--- src/rtl/weight_fetch_biu.sv ---
// Weight fetch bus-interface sequencer: streams one output channel's kernel weights from memory
// into the weight load unit through a small in-order response FIFO with credit-based issue.
module weight_fetch_biu #(
    parameter int unsigned FIFO_DEPTH = 4
) (
    input  logic        clk,
    input  logic        rst_n,
    input  logic        start,
    input  logic [31:0] base_addr,
    input  logic        mode_1x1,
    input  logic [7:0]  out_ch,
    output logic        busy,
    output logic        done,
    output logic        mem_req,
    output logic [31:0] mem_addr,
    input  logic        mem_gnt,
    input  logic        mem_rvalid,
    input  logic [31:0] mem_rdata,
    output logic [31:0] weight_waddr,
    output logic [31:0] weight_wdata,
    output logic        weight_wen
);

    localparam int unsigned AW = $clog2(FIFO_DEPTH);
    localparam int unsigned CW = AW + 1;
    localparam logic [CW:0] DepthW = (CW + 1)'(FIFO_DEPTH);

    typedef enum logic [1:0] {StIdle, StFetch, StDrain} state_e;

    state_e        state_q;
    logic          mode_q;
    logic [7:0]    och_q;
    logic [7:0]    req_k_q;
    logic [7:0]    wr_k_q;
    logic [CW-1:0] outst_q;
    logic [CW-1:0] occ_q;
    logic [AW-1:0] wptr_q;
    logic [AW-1:0] rptr_q;
    logic [31:0]   fifo_mem [FIFO_DEPTH];

    logic [7:0]    n_words;
    logic          rv_ok;
    logic          gnt_ok;
    logic          fifo_nonempty;
    logic          pop_en;
    logic          push_en;
    logic [31:0]   pop_data;
    logic [CW-1:0] outst_d;
    logic [CW-1:0] occ_d;
    logic [CW:0]   credit_sum;
    logic          credit_ok;
    logic          last_req;
    logic          last_wr;

    always_comb begin
        n_words       = mode_q ? 8'd16 : 8'd144;
        // Responses arriving while idle are leftovers from an aborted job.
        rv_ok         = mem_rvalid && (state_q != StIdle);
        gnt_ok        = mem_req && mem_gnt;
        fifo_nonempty = (occ_q != '0);
        // An empty FIFO lets the response bypass straight to the write register.
        pop_en        = fifo_nonempty || rv_ok;
        push_en       = rv_ok && fifo_nonempty;
        pop_data      = fifo_nonempty ? fifo_mem[rptr_q] : mem_rdata;
        outst_d       = outst_q + CW'(gnt_ok) - CW'(rv_ok);
        occ_d         = occ_q + CW'(push_en) - CW'(fifo_nonempty);
        credit_sum    = {1'b0, outst_d} + {1'b0, occ_d};
        credit_ok     = (credit_sum < DepthW);
        last_req      = (req_k_q == n_words - 8'd1);
        last_wr       = (wr_k_q == n_words);
    end

    always_ff @(posedge clk) begin
        if (push_en) begin
            fifo_mem[wptr_q] <= mem_rdata;
        end
    end

    always_ff @(posedge clk) begin
        if (!rst_n) begin
            state_q      <= StIdle;
            mode_q       <= 1'b0;
            och_q        <= 8'd0;
            req_k_q      <= 8'd0;
            wr_k_q       <= 8'd0;
            outst_q      <= '0;
            occ_q        <= '0;
            wptr_q       <= '0;
            rptr_q       <= '0;
            busy         <= 1'b0;
            done         <= 1'b0;
            mem_req      <= 1'b0;
            mem_addr     <= 32'd0;
            weight_waddr <= 32'd0;
            weight_wdata <= 32'd0;
            weight_wen   <= 1'b0;
        end else begin
            done         <= 1'b0;
            outst_q      <= outst_d;
            occ_q        <= occ_d;
            weight_wen   <= 1'b0;
            weight_waddr <= 32'd0;
            weight_wdata <= 32'd0;
            if (push_en) begin
                wptr_q <= wptr_q + 1'b1;
            end
            if (fifo_nonempty) begin
                rptr_q <= rptr_q + 1'b1;
            end
            if (pop_en) begin
                weight_wen   <= 1'b1;
                weight_waddr <= {mode_q, och_q, 13'd0, wr_k_q[7:4], 2'd0, wr_k_q[3:0]};
                weight_wdata <= pop_data;
                wr_k_q       <= wr_k_q + 8'd1;
            end
            case (state_q)
                StIdle: begin
                    if (start) begin
                        state_q  <= StFetch;
                        mode_q   <= mode_1x1;
                        och_q    <= out_ch;
                        req_k_q  <= 8'd0;
                        wr_k_q   <= 8'd0;
                        busy     <= 1'b1;
                        mem_req  <= 1'b1;
                        mem_addr <= base_addr;
                    end
                end
                StFetch: begin
                    if (gnt_ok) begin
                        req_k_q <= req_k_q + 8'd1;
                        if (last_req) begin
                            mem_req <= 1'b0;
                            state_q <= StDrain;
                        end else begin
                            mem_req  <= credit_ok;
                            mem_addr <= mem_addr + 32'd4;
                        end
                    end else if (!mem_req) begin
                        mem_req <= credit_ok;
                    end
                end
                StDrain: begin
                    if (weight_wen && last_wr) begin
                        state_q <= StIdle;
                        busy    <= 1'b0;
                        done    <= 1'b1;
                    end
                end
                default: state_q <= StIdle;
            endcase
        end
    end

endmodule

--- config.mk ---
export PLATFORM = sky130hd
export DESIGN_NAME = weight_fetch_biu
export DESIGN_NICKNAME = d
export VERILOG_FILES = /design/src/rtl/weight_fetch_biu.sv
export SDC_FILE = /design/constraint.sdc
export NUM_CORES = 1
export LEC_CHECK = 0
export BUFFER_PORTS_ARGS = -buffer_cell sky130_fd_sc_hd__buf_2
export CAP_MARGIN = 25
export CORE_UTILIZATION = 45
export CTS_CLUSTER_SIZE = 20
export DETAILED_ROUTE_END_ITERATION = 8
export GPL_TIMING_DRIVEN = 0
export HOLD_SLACK_MARGIN = 0.06
export PLACE_DENSITY = 0.64
export SLEW_MARGIN = 20
export SYNTH_ARGS = -nofsm -noshare
export SYNTH_HDL_FRONTEND = slang
export SYNTH_SLANG_ARGS = --single-unit
--- constraint.sdc ---
create_clock -name clk -period 4.1 [get_ports clk]
set_input_delay 0.205 -clock clk [delete_from_list [all_inputs] [get_ports clk]]
set_output_delay 0.205 -clock clk [all_outputs]
set_load 0.01 [all_outputs]
# == Yosys cells after proc, flatten, opt, wreduce, memory -nomap -nowiden ==
# Memories as Yosys holds them, arrays and structs flattened. A register that Yosys moved wholly into a read port is not among the register bits.
# Index checks and enable logic that the tools add are counted.
# totals
output_inout_bits,100
romBits,0
wordCells,87
memories,1
latchBits,0
ff_bits,137
ram_bits,128
# mem_list
name,words,width,read_ports,rd_ports_with_merged_regs,write_ports,line,rtl
fifo_mem,4,32,1,1,1,39,logic [31:0] fifo_mem [FIFO_DEPTH];
# classes
magnitude_cmp,1
addsub,11
mux,30
multipliers,0
div_mod_pow,0
bitwise_logic,0
n_eq_ne,9
shifts,0
reduce_logical,18
# op_table
operator,count
$mux 32,4
$pmux 32 s2,1
$mux 8,6
$add 32x3->32 const B,1
$add 8x1->8 const B,2
$eq 8x8->1,2
$pmux 8 s2,1
$mux 2,6
$ne 2x2->1 const B,5
$mux 1,9
$reduce_and 2->1,4
$reduce_and 4->1,2
$sub 8x1->8 const B,1
$add 3x1->3,2
$pmux 2 s3,1
$reduce_and 3->1,2
$reduce_bool 2->1,3
$sub 3x1->3,2
$add 2x1->2 const B,2
$add 3x3->4,1
$logic_and 1x1->1,4
$lt 4x3->1 const B,1
$pmux 1 s2,2
$reduce_bool 3->1,1
other kinds (4),4

# == Longest topological paths before layout ==
# depth
ltp_word,10
depth_mapped,13
mapped_depth_nobuf,13

# == Worst setup path after synthesis ==
# Ideal clock, no wire load.
# synth_path
kind,flip-flop to flip-flop
start,register occ_q[0]
end,register mem_req
synth_period_minus_slack_ns,2.724
arrival_ns,2.661
setup_ns,0.064
path_buffers,1
slack_ns,1.376
path_stages_with_launch,14
path_cell_list,dfxtp_1 or3_1 clkbuf_1 and2_1 ha_1 fa_1 xnor2_1 xnor2_1 ha_1 nor3_1 nand2_1 o21ai_1 a21oi_1 nor2_1
# synth_between
elab_chain_len,9
# synth_lines
element,line,rtl
from (decl),36,logic [CW-1:0] occ_q;
from (signal assigned),87,occ_q <= '0;
from (signal assigned),100,occ_q <= occ_d;
$reduce_bool 3->1,60,fifo_nonempty = (occ_q != '0);
$logic_and 1x1->1,63,push_en = rv_ok && fifo_nonempty;
$add 3x1->3,66,occ_d = occ_q + CW'(push_en) - CW'(fifo_nonempty);
$sub 3x1->3 (*),66,
named net occ_d[2],49,logic [CW-1:0] occ_d;
$add 3x3->4 (*),67,"credit_sum = {1'b0, outst_d} + {1'b0, occ_d};"
$lt 4x3->1 (*),68,credit_ok = (credit_sum < DepthW);
$mux 1 (on tied branches),"139, 132",
$mux 1 (*),130,if (gnt_ok) begin
$pmux 1 s2 (*),116,case (state_q)
to (signal assigned),136,mem_req <= credit_ok;
to (signal assigned),140,mem_req <= credit_ok;
to (decl),14,"output logic mem_req,"
# The timed path passes the listed nets; every way through them passes the cells marked *.
# A chain may end at the register's enable or synchronous reset.

# == Worst setup path in the final report ==
# layout_path
start,register state_q[0]
end,register mem_req
# layout_rtl
element,line,rtl
from (decl),30,state_e state_q;
from (signal assigned),81,state_q <= StIdle;
from (signal assigned),119,state_q <= StFetch;
from (signal assigned),134,state_q <= StDrain;
$reduce_bool 2->1 (*),58,rv_ok = mem_rvalid && (state_q != StIdle);
$logic_and 1x1->1 (*),58,
$sub 3x1->3 (*),65,outst_d = outst_q + CW'(gnt_ok) - CW'(rv_ok);
named net outst_d[2],48,logic [CW-1:0] outst_d;
$add 3x3->4 (*),67,
$lt 4x3->1 (*),68,
$mux 1 (on tied branches),"139, 132",
$mux 1 (*),130,
$pmux 1 s2 (*),116,
# Marked as above.

==> results.json <==
{
  "maxSlewHeadroom_pct": 50.5,
  "clk_pin_slew_worst_paths_ns": 0.06,
  "hold_violations": 0,
  "antennaDiodeCount": 0,
  "grt_pass1_vias": 7300,
  "worstPathArrival_ns": 3.57,
  "p_per_area_nw_per_um2": 552,
  "viasPerCell": 5.26,
  "grt_use_total_pct": 20.6,
  "ant_nets": 0,
  "min_period_ns": 3.09,
  "cts-root-buf": "clkbuf_16",
  "finalClockSkew_ns": 0.0107,
  "postCtsSetupBuffers": 0,
  "tritoncts": "built",
  "reg2reg_from": "state_q[0]$_SDFFE_PN0P_",
  "final_max_slew_viol_count": 0,
  "violations": "design-rule violations",
  "worstPathRequired_ns": 4.58,
  "ys_types": 68,
  "drtPass1Iterations": 8,
  "cts_buffers": 27,
  "vias": 7407,
  "synth_top_cell_area_share_pct": 37.7,
  "dp_hpwl_mm": 15.6,
  "synth_edf_count": 128,
  "initialDrtViolationCount": 541,
  "crit_fanout": 8,
  "die_area_sq_um": 23300,
  "pin_count": 178,
  "tns_ns": 0,
  "rrSetupSlack_ns": 1.01,
  "place.port_buffers": 161,
  "antenna_found_initial": 0,
  "grt.overflow.total": 0,
  "synthCells": 835,
  "setup_violations": 0,
  "dp_slack_ns": 1.05,
  "dpl-instance-area_sq_um": 11500,
  "fmax_mhz": 323,
  "worst_pin_slew_ns": 0.742,
  "min_delay_path_depth": 4,
  "fin_nets": 1198,
  "synth_area_leaders": "edfxtp_1 (38%), dfxtp_1 (24%), mux4_2 (7.1%)",
  "r2r-end": "mem_req$_SDFFE_PN0P_",
  "worstSetupEndpointType": "flop",
  "hold_path_end": "mem_addr[21]$_SDFFE_PN0P_",
  "drive_gt1_share_pct": 26.1,
  "start_kind": "flop",
  "cts.sinks": 252,
  "gp_congestion": 0.844,
  "hp-start": "base_addr[21]",
  "yosysTopAreaCell": "edfxtp_1",
  "ys_seq_area_share_pct": 62.0,
  "utilization_pct": 59.0,
  "synth-seq-cells": 252,
  "std_cell_rows": 54,
  "yosysMostFrequentCell": "edfxtp_1",
  "dieHeight_um": 153,
  "r2r_cells": 13,
  "fin_area_sq_um": 13000,
  "finalCritPeriodShare_pct": 75.5,
  "area_delta_synth_final_pct": 27.3,
  "criticalPathCategory": "flop to flop",
  "ys_warn_count": 0,
  "clk_path_buf_depth": 3,
  "synth_common_cells": "edfxtp_1 (128), dfxtp_1 (124), nand2_1 (120)",
  "fin_ws_ns": 1.01,
  "die_x_um": 153,
  "grt_setup_unrepaired": "false",
  "async_flop_share_pct": 0,
  "hp-class": "input pin to flop",
  "wl_per_cell_um": 17.0,
  "synth-main-ff-cell": "edfxtp_1",
  "grt_max_degree": 26,
  "core_area_sq_um": 22000,
  "insertion_delay_ns": 0.55,
  "max-vdd-ir-drop_v": 0.000396,
  "postSynthAreaPerCell_sq_um": 12.2,
  "grt_first_pass_wirelength_mm": 38.4,
  "htreeDepth": 1,
  "initial_utilization_pct": 46.3,
  "totalWireLength_mm": 24.0,
  "p_leak_nw": 5.07,
  "cap_violations": 0,
  "drc_errors": 12,
  "netlist_area_sq_um": 10200,
  "status": "finished, violations left"
}
-- power breakdown --
group | leakage (nW) | internal, mW | switching [mW]
logic | 2.49 | 0.797 | 1.04
clock network | 0.404 | 1.30 | 1.00
registers | 2.17 | 2.90 | 0.128
-- worst max-delay path, cell delays in order (launching register included) --
cell and delay (ns):
dfxtp_1 0.37, o21ai_1 0.58, xor2_1 0.21, ha_1 0.16, inv_1 0.05, fa_1 0.37, xnor2_1 0.18, xnor2_1 0.17
ha_1 0.26, nor3_1 0.21, nand2_1 0.09, o21ai_1 0.19, a21oi_1 0.09, nor2_1 0.11
-- sequential cells by signal (all words and copies together), names as in the netlist, named ones only --
register	flops
done	1
outst_q	3
busy	1
wr_k_q	8
weight_wdata	32
occ_q	3
mem_addr	32
och_q	8
mem_req	1
fifo_mem	128
rptr_q	2
weight_waddr	17
weight_wen	1
req_k_q	8
mode_q	1
wptr_q	2
state_q	2
-- layout by cell type, fill, tap and decap left out, types with 5 or more instances in the layout --
master	netlist	routed
and2_1	28	24
conb_1	1	15
a211oi_1	5	5
buf_2	12	173
dfxtp_1	124	124
mux4_2	32	32
nor2_1	57	57
xnor2_1	13	13
nand3_1	18	18
a31oi_1	8	8
nand4_1	10	10
dlygate4sd3_1	0	63
o21ai_1	11	11
buf_4	18	18
and3_1	10	10
nor3_1	6	6
xor2_1	9	9
clkinv_2	0	6
o21ai_0	12	12
a21oi_1	78	78
ha_1	12	12
clkbuf_1	27	33
clkbuf_16	0	27
o221a_1	7	7
edfxtp_1	128	128
nand2_1	120	120
inv_1	11	11
-- metrics by stage --
| stage | cells | total power, mW | hold slack (ns) |
|---|---|---|---|
| after floorplan | 849 | 4.29 | 0.304 |
| after global placement | 1290 | 4.86 | 0.434 |
| after detailed placement | 1294 | 4.89 | 0.441 |
| after CTS | 1407 | 7.26 | 0.0610 |
| after global routing | 1407 | 7.54 | 0.126 |
| final | 1407 | 7.17 | 0.102 |
-- final cells by class --
type                       instances  area [sq um]
sequential                       252          6330
buffer                            65           360
clock buffer                      34           712
timing repair buffer             228          1540
multi-input combinational        520          3530
fill                            1876          9030
tap                              280           350
inverter                          12          45.0
clock inverter                    16           128
-- cells by family (layout without fill, tap and decap cells) --
logic type / after synthesis / count (layout) / synth area share (%)
other: 1 / 15 / 0.0367
xor gates and xnor gates: 22 / 22 / 1.89
buffers and inverters: 77 / 355 / 3.97
muxes: 32 / 32 / 7.06
adders and majority gates: 14 / 14 / 1.86
AOI/OAI and AO/OA: 155 / 155 / 9.78
DFF: 252 / 252 / 62.0
and+or+nand+nor: 282 / 282 / 13.4
-- worst max-delay path by stage --
stage,from,to,slack [ns],cells past startpoint
5_1_grt,state_q[0]$_SDFFE_PN0P_,mem_req$_SDFFE_PN0P_,0.76,13
3_5_place_dp,state_q[0]$_SDFFE_PN0P_,mem_req$_SDFFE_PN0P_,1.05,13
4_1_cts,state_q[0]$_SDFFE_PN0P_,mem_req$_SDFFE_PN0P_,1.00,13
2_1_floorplan,occ_q[0]$_SDFF_PN0_,mem_req$_SDFFE_PN0P_,1.38,13
3_3_place_gp,state_q[0]$_SDFFE_PN0P_,mem_req$_SDFFE_PN0P_,1.08,13
6_report,state_q[0]$_SDFFE_PN0P_,mem_req$_SDFFE_PN0P_,1.01,13
-- what timing repair did --
action | CTS | global route
gates resized for setup | 0 | 0
hold buffers | 63 | 0
setup endpoints to repair | 0 | 0
hold endpoints to repair | 191 | 0
-- routing by layer --
metal / part of all wire, % / global-route usage, % / vias to the layer above
met5: 0 / 0 / -
met4: 2.4 / 6.45 / 0
met3: 6.0 / 3.73 / 42
met2: 48 / 34.8 / 245
met1: 44 / 27.0 / 3571
li1: - / - / 3549
(Power assumes the default switching activity.)
